[config.mk]
export PLATFORM = sky130hd
export DESIGN_NAME = state_transfer_ctrl
export DESIGN_NICKNAME = d
export VERILOG_FILES = /design/src/rtl/state_transfer_ctrl_pkg.sv /design/src/rtl/state_skid_fifo.sv /design/src/rtl/state_transfer_ctrl.sv
export SDC_FILE = /design/constraint.sdc
export NUM_CORES = 1
export LEC_CHECK = 0
export ABC_AREA = 0
export CORE_AREA = 2 2 284 286
export DETAILED_ROUTE_END_ITERATION = 8
export DIE_AREA = 0 0 286 288
export DONT_BUFFER_PORTS = 1
export GPL_ROUTABILITY_DRIVEN = 0
export PLACE_DENSITY = 0.3
export SLEW_MARGIN = 15
export SYNTH_ARGS = -nofsm -noshare
export SYNTH_HDL_FRONTEND = slang
export SYNTH_SLANG_ARGS = --single-unit
[constraint.sdc]
create_clock -name clk -period 7.5 [get_ports clk]
set_input_delay 1.5 -clock clk [delete_from_list [all_inputs] [get_ports clk]]
set_output_delay 1.5 -clock clk [all_outputs]
set_load 0.01 [all_outputs]
[src/rtl/state_transfer_ctrl_pkg.sv]
// Shared definitions for state_transfer_ctrl: FSM encoding, default widths and PE slice helper.
package state_transfer_ctrl_pkg;

  localparam int PE_NUM_WIDTH_DEF     = 2;
  localparam int PE_NUM_DEF           = 4;
  localparam int DATA_WIDTH_DEF       = 32;
  localparam int MAX_QBIT_WIDTH_DEF   = 6;
  localparam int STATE_ADDR_WIDTH_DEF = 16;

  localparam logic [2:0] ST_IDLE   = 3'd0;
  localparam logic [2:0] ST_LOAD   = 3'd1;
  localparam logic [2:0] ST_UNLOAD = 3'd2;
  localparam logic [2:0] ST_DRAIN  = 3'd3;
  localparam logic [2:0] ST_DONE   = 3'd4;

  typedef enum logic [2:0] {
    S_IDLE   = ST_IDLE,
    S_LOAD   = ST_LOAD,
    S_UNLOAD = ST_UNLOAD,
    S_DRAIN  = ST_DRAIN,
    S_DONE   = ST_DONE
  } state_e;

  // PE0 lives in the MSBs of every packed per-PE bus.
  function automatic int slice_lsb(input int p, input int n, input int w);
    return (n - 1 - p) * w;
  endfunction

endpackage

[src/rtl/state_skid_fifo.sv]
// Two-entry FIFO holding LDM read data ahead of the back-pressured output stream.
module state_skid_fifo #(
  parameter int W = 64
) (
  input  logic         clk,
  input  logic         rst_n,
  input  logic         flush_i,
  input  logic         push_i,
  input  logic [W-1:0] data_i,
  output logic         ready_o,
  input  logic         pop_i,
  output logic         valid_o,
  output logic [W-1:0] data_o,
  output logic [1:0]   count_o
);

  logic [W-1:0] m0_q, m0_d, m1_q, m1_d;
  logic [1:0]   cnt_q, cnt_d;
  logic         pop;

  assign pop     = pop_i && (cnt_q != 2'd0);
  assign ready_o = (cnt_q != 2'd2);
  assign valid_o = (cnt_q != 2'd0);
  assign data_o  = m0_q;
  assign count_o = cnt_q;

  always_comb begin
    m0_d  = m0_q;
    m1_d  = m1_q;
    cnt_d = cnt_q;
    if (flush_i) begin
      cnt_d = 2'd0;
    end else begin
      case ({push_i, pop})
        2'b10: begin
          if (cnt_q == 2'd0) m0_d = data_i;
          else               m1_d = data_i;
          cnt_d = cnt_q + 2'd1;
        end
        2'b01: begin
          m0_d  = m1_q;
          cnt_d = cnt_q - 2'd1;
        end
        2'b11: begin
          if (cnt_q == 2'd1) begin
            m0_d = data_i;
          end else begin
            m0_d = m1_q;
            m1_d = data_i;
          end
        end
        default: ;
      endcase
    end
  end

  always_ff @(posedge clk or negedge rst_n) begin
    if (!rst_n) begin
      m0_q  <= '0;
      m1_q  <= '0;
      cnt_q <= 2'd0;
    end else begin
      m0_q  <= m0_d;
      m1_q  <= m1_d;
      cnt_q <= cnt_d;
    end
  end

endmodule

[src/rtl/state_transfer_ctrl.sv]
// Host-side LDM initiator: streams a 2^q amplitude state vector into / out of the PE LDMs.
// Optional STATE_XFER_CHECKSUM_EN adds an XOR checksum output of all transferred amplitudes.
module state_transfer_ctrl
  import state_transfer_ctrl_pkg::*;
#(
  parameter int PE_NUM_WIDTH     = PE_NUM_WIDTH_DEF,
  parameter int PE_NUM           = PE_NUM_DEF,
  parameter int DATA_WIDTH       = DATA_WIDTH_DEF,
  parameter int MAX_QBIT_WIDTH   = MAX_QBIT_WIDTH_DEF,
  parameter int STATE_ADDR_WIDTH = STATE_ADDR_WIDTH_DEF,
  parameter int STATE_DATA_WIDTH = DATA_WIDTH * 2
) (
  input  logic                               clk,
  input  logic                               rst_n,
  input  logic                               i_load_start,
  input  logic                               i_unload_start,
  input  logic [MAX_QBIT_WIDTH-1:0]          i_qbit_num,
  input  logic                               i_s_valid,
  output logic                               o_s_ready,
  input  logic [STATE_DATA_WIDTH-1:0]        i_s_data,
  output logic                               o_m_valid,
  input  logic                               i_m_ready,
  output logic [STATE_DATA_WIDTH-1:0]        o_m_data,
  output logic [PE_NUM*STATE_ADDR_WIDTH-1:0] o_ldm_addr,
  output logic [PE_NUM*STATE_DATA_WIDTH-1:0] o_ldm_data,
  output logic [PE_NUM-1:0]                  o_ldm_en,
  output logic [PE_NUM-1:0]                  o_ldm_we,
  input  logic [PE_NUM*STATE_DATA_WIDTH-1:0] i_ldm_data,
  output logic                               o_done_state_transfer,
  output logic                               o_busy
`ifdef STATE_XFER_CHECKSUM_EN
  ,
  output logic [STATE_DATA_WIDTH-1:0]        o_checksum
`endif
);

  localparam int GW = MAX_QBIT_WIDTH + 1;
  localparam int AW = STATE_ADDR_WIDTH;
  localparam int DW = STATE_DATA_WIDTH;

  state_e                    state_q, state_d;
  logic [MAX_QBIT_WIDTH-1:0] q_q, q_d;
  logic [GW-1:0]             g_q, g_d;
  logic                      infl_q, infl_d;
  logic [PE_NUM_WIDTH-1:0]   rd_pe_q, rd_pe_d;

  logic [GW-1:0]             last_g;
  logic [PE_NUM_WIDTH-1:0]   sel_pe;
  logic [AW-1:0]             sel_addr;
  logic                      ldm_wr, rd_issue, acc, pop, start;
  logic                      fifo_rdy, fifo_vld;
  logic [1:0]                fifo_cnt;
  logic [DW-1:0]             fifo_head;
  logic [DW-1:0]             rd_slice [PE_NUM];

  assign last_g = (GW'(1) << q_q) - GW'(1);

  // Block partition: high bits of g pick the PE once there are more amplitudes than PEs.
  always_comb begin
    sel_pe   = '0;
    sel_addr = '0;
    if (q_q > MAX_QBIT_WIDTH'(PE_NUM_WIDTH)) begin
      sel_pe   = PE_NUM_WIDTH'(g_q >> (q_q - MAX_QBIT_WIDTH'(PE_NUM_WIDTH)));
      sel_addr = AW'(g_q & ((GW'(1) << (q_q - MAX_QBIT_WIDTH'(PE_NUM_WIDTH))) - GW'(1)));
    end else begin
      sel_pe   = PE_NUM_WIDTH'(g_q);
    end
  end

  assign o_busy                = (state_q != S_IDLE);
  assign o_done_state_transfer = (state_q == S_DONE);
  assign o_m_valid             = fifo_vld && ((state_q == S_UNLOAD) || (state_q == S_DRAIN));
  assign o_m_data              = fifo_head;
  assign pop                   = o_m_valid && i_m_ready;
  assign acc                   = ldm_wr || rd_issue;
  assign start                 = (state_q == S_IDLE) && (i_load_start || i_unload_start);

  always_comb begin
    state_d   = state_q;
    q_d       = q_q;
    g_d       = g_q;
    rd_pe_d   = rd_pe_q;
    o_s_ready = 1'b0;
    ldm_wr    = 1'b0;
    rd_issue  = 1'b0;
    case (state_q)
      S_IDLE: begin
        if (i_load_start) begin
          state_d = S_LOAD;
          q_d     = i_qbit_num;
          g_d     = '0;
        end else if (i_unload_start) begin
          state_d = S_UNLOAD;
          q_d     = i_qbit_num;
          g_d     = '0;
        end
      end
      S_LOAD: begin
        o_s_ready = 1'b1;
        if (i_s_valid) begin
          ldm_wr = 1'b1;
          g_d    = g_q + GW'(1);
          if (g_q == last_g) state_d = S_DONE;
        end
      end
      S_UNLOAD: begin
        // Skid occupancy plus the read in flight must never exceed two entries.
        if (fifo_rdy && ((fifo_cnt == 2'd0) || !infl_q || pop)) begin
          rd_issue = 1'b1;
          rd_pe_d  = sel_pe;
          g_d      = g_q + GW'(1);
          if (g_q == last_g) state_d = S_DRAIN;
        end
      end
      S_DRAIN: begin
        if ((fifo_cnt == 2'd0) && !infl_q) state_d = S_DONE;
      end
      S_DONE:  state_d = S_IDLE;
      default: state_d = S_IDLE;
    endcase
    infl_d = rd_issue;
  end

  always_ff @(posedge clk or negedge rst_n) begin
    if (!rst_n) begin
      state_q <= S_IDLE;
      q_q     <= '0;
      g_q     <= '0;
      infl_q  <= 1'b0;
      rd_pe_q <= '0;
    end else begin
      state_q <= state_d;
      q_q     <= q_d;
      g_q     <= g_d;
      infl_q  <= infl_d;
      rd_pe_q <= rd_pe_d;
    end
  end

  for (genvar p = 0; p < PE_NUM; p++) begin : g_pe
    localparam int AL = slice_lsb(p, PE_NUM, AW);
    localparam int DL = slice_lsb(p, PE_NUM, DW);
    logic hit;
    assign hit                       = acc && (sel_pe == PE_NUM_WIDTH'(p));
    assign o_ldm_en[PE_NUM-1-p]      = hit;
    assign o_ldm_we[PE_NUM-1-p]      = hit && ldm_wr;
    assign o_ldm_addr[AL +: AW]      = hit ? sel_addr : '0;
    assign o_ldm_data[DL +: DW]      = (hit && ldm_wr) ? i_s_data : '0;
    assign rd_slice[p]               = i_ldm_data[DL +: DW];
  end

  state_skid_fifo #(.W(DW)) u_skid (
    .clk     (clk),
    .rst_n   (rst_n),
    .flush_i (state_q == S_IDLE),
    .push_i  (infl_q),
    .data_i  (rd_slice[rd_pe_q]),
    .ready_o (fifo_rdy),
    .pop_i   (pop),
    .valid_o (fifo_vld),
    .data_o  (fifo_head),
    .count_o (fifo_cnt)
  );

`ifdef STATE_XFER_CHECKSUM_EN
  logic [DW-1:0] csum_q, csum_d;

  always_comb begin
    csum_d = csum_q;
    if (start) csum_d = '0;
    if (ldm_wr) csum_d = csum_d ^ i_s_data;
    if (pop)    csum_d = csum_d ^ o_m_data;
  end

  always_ff @(posedge clk or negedge rst_n) begin
    if (!rst_n) csum_q <= '0;
    else        csum_q <= csum_d;
  end

  assign o_checksum = csum_q;
`endif

endmodule
==> impl_metrics.yaml <==
routing:
  drc: 0
  postRouteAntennaNets: 0
  finalWirelength_um: 52400
  num_vias: 9673
  routed_wire_length_per_instance_um: 23.8
  number_of_detailed_routing_iterations_run_before_antenna_repair: 5
  drtIter0Drc: 534
  avgViaCountPerCell: 4.40
clock_tree:
  tritoncts: "done"
  clk_latency_ns: 0.48
  cts_hold_buf: 0
  cts-htree-levels: 4
  post-cts-setup-buffers: 0
  clkTransAtPathRegs_ns: 0.07
  post_cts_resize_count: 0
  max-clock-path-buffers: 2
  clock-sinks: 149
  cts-root-buf: "sky130_fd_sc_hd__clkbuf_16"
  cts-buffers-inserted: 17
die:
  top_level_ports: 728
  dieArea_um2: 82400
  dieWidth_um: 286
  placeableCoreArea_um2: 79600
  floorplan.die.height_um: 288
  row_count: 104
  floorplan.initialDensity_pct: 13.8
place:
  io_buffer_count: 0
  dp.final_hpwl_um: 40100
  placement.cell_area_um2: 11800
yosys:
  postSynthRegisterBits: 149
  ys_types: 62
  synth_async_sr_flop_share_pct: 100
  post-synth-top-count-cell: "sky130_fd_sc_hd__nor3_1"
  synth-edff-count: 0
  synthTopCellsByCount: "293 x sky130_fd_sc_hd__nor3_1, 149 x sky130_fd_sc_hd__dfrtp_1, 98 x sky130_fd_sc_hd__nor2_1, 87 x sky130_fd_sc_hd__nand2_1, 85 x sky130_fd_sc_hd__clkbuf_1"
  synth_sequential_area_ratio_pct: 34.0
  yosys_top_cell_by_area: "sky130_fd_sc_hd__dfrtp_1"
  synth_ff_type: "sky130_fd_sc_hd__dfrtp_1"
  synth_cells: 1225
  post_synth.cell_area_avg_um2: 8.94
  synth_top_area_share_pct: 34.0
  yosysWarnings: 0
  mappedNetlistArea_um2: 11000
  ys_top_cells_by_area: "sky130_fd_sc_hd__dfrtp_1 34%, sky130_fd_sc_hd__nor3_1 13%, sky130_fd_sc_hd__mux4_2 13%, sky130_fd_sc_hd__mux2_2 7.2%, sky130_fd_sc_hd__a22oi_1 4.6%"
sta:
  finClkSkew_ns: 0.0167
  rsz0062_at_grt: "no"
  finalHoldViolCount: 0
  maxClockFrequency_mhz: 150
  tightest_pin_transition_ns: 1.44
  setup_viol: 0
  holdWs_ns: 0.508
  timing.final.crit_period_ns: 6.69
  tns_ns: 0
  slew_violations: 0
  timing.slew.headroom_pct: 3.56
  period_share_pct: 89.2
pwr:
  power.share.clock_pct: 16.3
  power_density_nw_per_um2: 451
  sw_frac_of_total_pct: 52.6
  power_switching_uw: 2940
  peakVddDrop_v: 0.000403
  p_int_uw: 2650
  power.share.sequential_pct: 31.3
  static-leakage-power_uw: 0.00444
  pwr-share-comb_pct: 52.4
final_layout:
  post_route_cells_drive_above_1_share_pct: 17.8
  final_core_utilization_pct: 15.6
  area.growth.synth_to_final_pct: 13.2
  fillCellCount: 9013
  fin_nets: 1463
  finalInstanceArea_um2: 12400
setup_path:
  cp.arrival_ns: 5.19
  critical_path.endpoint: "o_ldm_data[22]"
  critical_path.reg2reg.endpoint: "u_skid.m1_q[5]$_DFFE_PN0P_"
  critical_path.reg2reg.startpoint: "u_skid.count_o[0]$_DFFE_PN0P_"
  cp-end-kind: "output pin"
  timing.critical_path.from: "q_q[1]$_DFFE_PN0P_"
  reg2reg_depth: 10
  worst-path-max-fanout: 59
  timing.reg2reg.setup_slack_ns: 3.04
  max_stage_delay_ns: 1.28
  critical_path.cell_chain: "inv_1 -> ha_1 -> or2_2 -> a311o_1 -> o21ai_0 -> a221oi_1 -> a2111o_2 -> nor3_1"
  required_ns: 6.00
  crit_type: "flop to output pin"
  critical-path-slowest-cell: "sky130_fd_sc_hd__nor3_1"
  sort_of_element_at_the_start_of_the_critical_path: "flop"
run_status:
  outcome: "finished, final reports clean"
hold_path:
  worstHoldStart: "u_skid.m1_q[0]$_DFFE_PN0P_"
  min_path_type: "flop to flop"
global_routing:
  first_global_vias: 8929
  antenna_found_initial: 11
  pin_count_of_the_biggest_net_entering_global_routing: 150
  track_usage_pct: 11.9
  grt.overflow.total: 0
  first_pass_grt_wire_length_um: 70300
job:
  max_cap_violations: 0
-- critical path, delay by kind of cell (launching register included) --
kind	cells	cell delay, ns
AND/OR/NAND/NOR	2	1.62
AO/OA/AOI/OAI	4	1.48
flip-flops	1	0.95
adder cells (fa/ha/maj)	1	0.37
buffers and inverters	1	0.28
-- cell families after synthesis --
logic type / count (synthesis) / synth area share, %
AO/OA/AOI/OAI: 196 / 11.9
XOR/XNOR: 10 / 0.800
adder cells (fa/ha/maj): 10 / 1.14
buffers and inverters: 192 / 8.51
flip-flops: 149 / 34.0
multiplexers: 139 / 20.8
other: 1 / 0.0342
AND/OR/NAND/NOR: 528 / 22.7
-- power by group through the flow --
stage               clock (uW)  combinational (uW)  sequential [uW]
floorplan                    0                2460             1450
global placement             0                2890             1770
detailed placement           0                2930             1780
CTS                        965                2940             1770
global route               989                3210             1820
finish                     914                2930             1750
-- state kept, by name (all words and copies together), names as in the netlist --
signal / count
u_skid.count_o: 2
u_skid.data_o: 64
rd_pe_q: 2
state_q: 3
q_q: 6
u_skid.m1_q: 64
infl_q: 1
g_q: 7
-- worst min path at each step --
stage	end	slack [ns]	cells past startpoint
final	u_skid.m1_q[0]$_DFFE_PN0P_	0.51	1
after global routing	u_skid.m1_q[62]$_DFFE_PN0P_	0.52	1
after CTS	u_skid.m1_q[18]$_DFFE_PN0P_	0.51	1
after detailed placement	u_skid.m1_q[18]$_DFFE_PN0P_	0.50	1
after global placement	u_skid.m1_q[14]$_DFFE_PN0P_	0.49	1
after floorplan	u_skid.m1_q[1]$_DFFE_PN0P_	0.48	1
-- layer usage --
layer | routed length [um] | track usage [%]
met1 | 20300 | 13.8
met2 | 27300 | 21.1
met3 | 3440 | 2.82
met4 | 1330 | 4.71
met5 | 37 | 0
-- cell usage in the layout, fill, tap and decap left out, types with 3 or more instances in the layout --
| cell | n |
|---|---|
| sky130_fd_sc_hd__nor3_1 | 293 |
| sky130_fd_sc_hd__dfrtp_1 | 147 |
| sky130_fd_sc_hd__nor2_1 | 97 |
| sky130_fd_sc_hd__nand2_1 | 87 |
| sky130_fd_sc_hd__a21oi_1 | 74 |
| sky130_fd_sc_hd__mux2_2 | 70 |
| sky130_fd_sc_hd__a22oi_1 | 67 |
| sky130_fd_sc_hd__mux4_2 | 64 |
| sky130_fd_sc_hd__conb_1 | 38 |
| sky130_fd_sc_hd__clkbuf_16 | 17 |
| sky130_fd_sc_hd__buf_4 | 17 |
| sky130_fd_sc_hd__inv_1 | 12 |
| sky130_fd_sc_hd__ha_1 | 10 |
| sky130_fd_sc_hd__nand4_1 | 9 |
| sky130_fd_sc_hd__o21ai_0 | 9 |
| sky130_fd_sc_hd__nand3_1 | 7 |
| sky130_fd_sc_hd__xor2_1 | 7 |
| sky130_fd_sc_hd__diode_2 | 6 |
| sky130_fd_sc_hd__inv_6 | 6 |
| sky130_fd_sc_hd__or3_1 | 5 |
| sky130_fd_sc_hd__a31oi_1 | 4 |
| sky130_fd_sc_hd__mux2i_1 | 4 |
| sky130_fd_sc_hd__and3_1 | 4 |
| sky130_fd_sc_hd__o211ai_1 | 4 |
| sky130_fd_sc_hd__nor3b_1 | 3 |
| sky130_fd_sc_hd__o21a_1 | 3 |
| sky130_fd_sc_hd__nand3b_1 | 3 |
| sky130_fd_sc_hd__xnor2_1 | 3 |
| sky130_fd_sc_hd__nand2b_1 | 3 |
| sky130_fd_sc_hd__a311o_1 | 3 |
| sky130_fd_sc_hd__a221oi_1 | 3 |
| sky130_fd_sc_hd__nor2b_1 | 3 |
| sky130_fd_sc_hd__a211oi_1 | 3 |
-- metrics by stage --
stage                     instances  setup WS (ns)  total power (uW)
after floorplan                1262           2.78              3910
after global placement         2161           1.53              4660
after detailed placement       2161           1.45              4710
after CTS                      2192          0.896              5670
after global routing           2196          0.646              6020
final                          2199          0.812              5590
-- layout make-up --
cell class	instances	area, um2	share of cell area [%]
clock inverter	14	165	1.33
antenna	6	15.0	0.121
tap	1060	1330	10.7
sequential	149	3740	30.1
inverter	12	45.0	0.363
multi-input combinational	921	6490	52.4
clock buffer	17	425	3.43
timing repair buffer	20	195	1.57
Power figures use the tool's default switching activity.
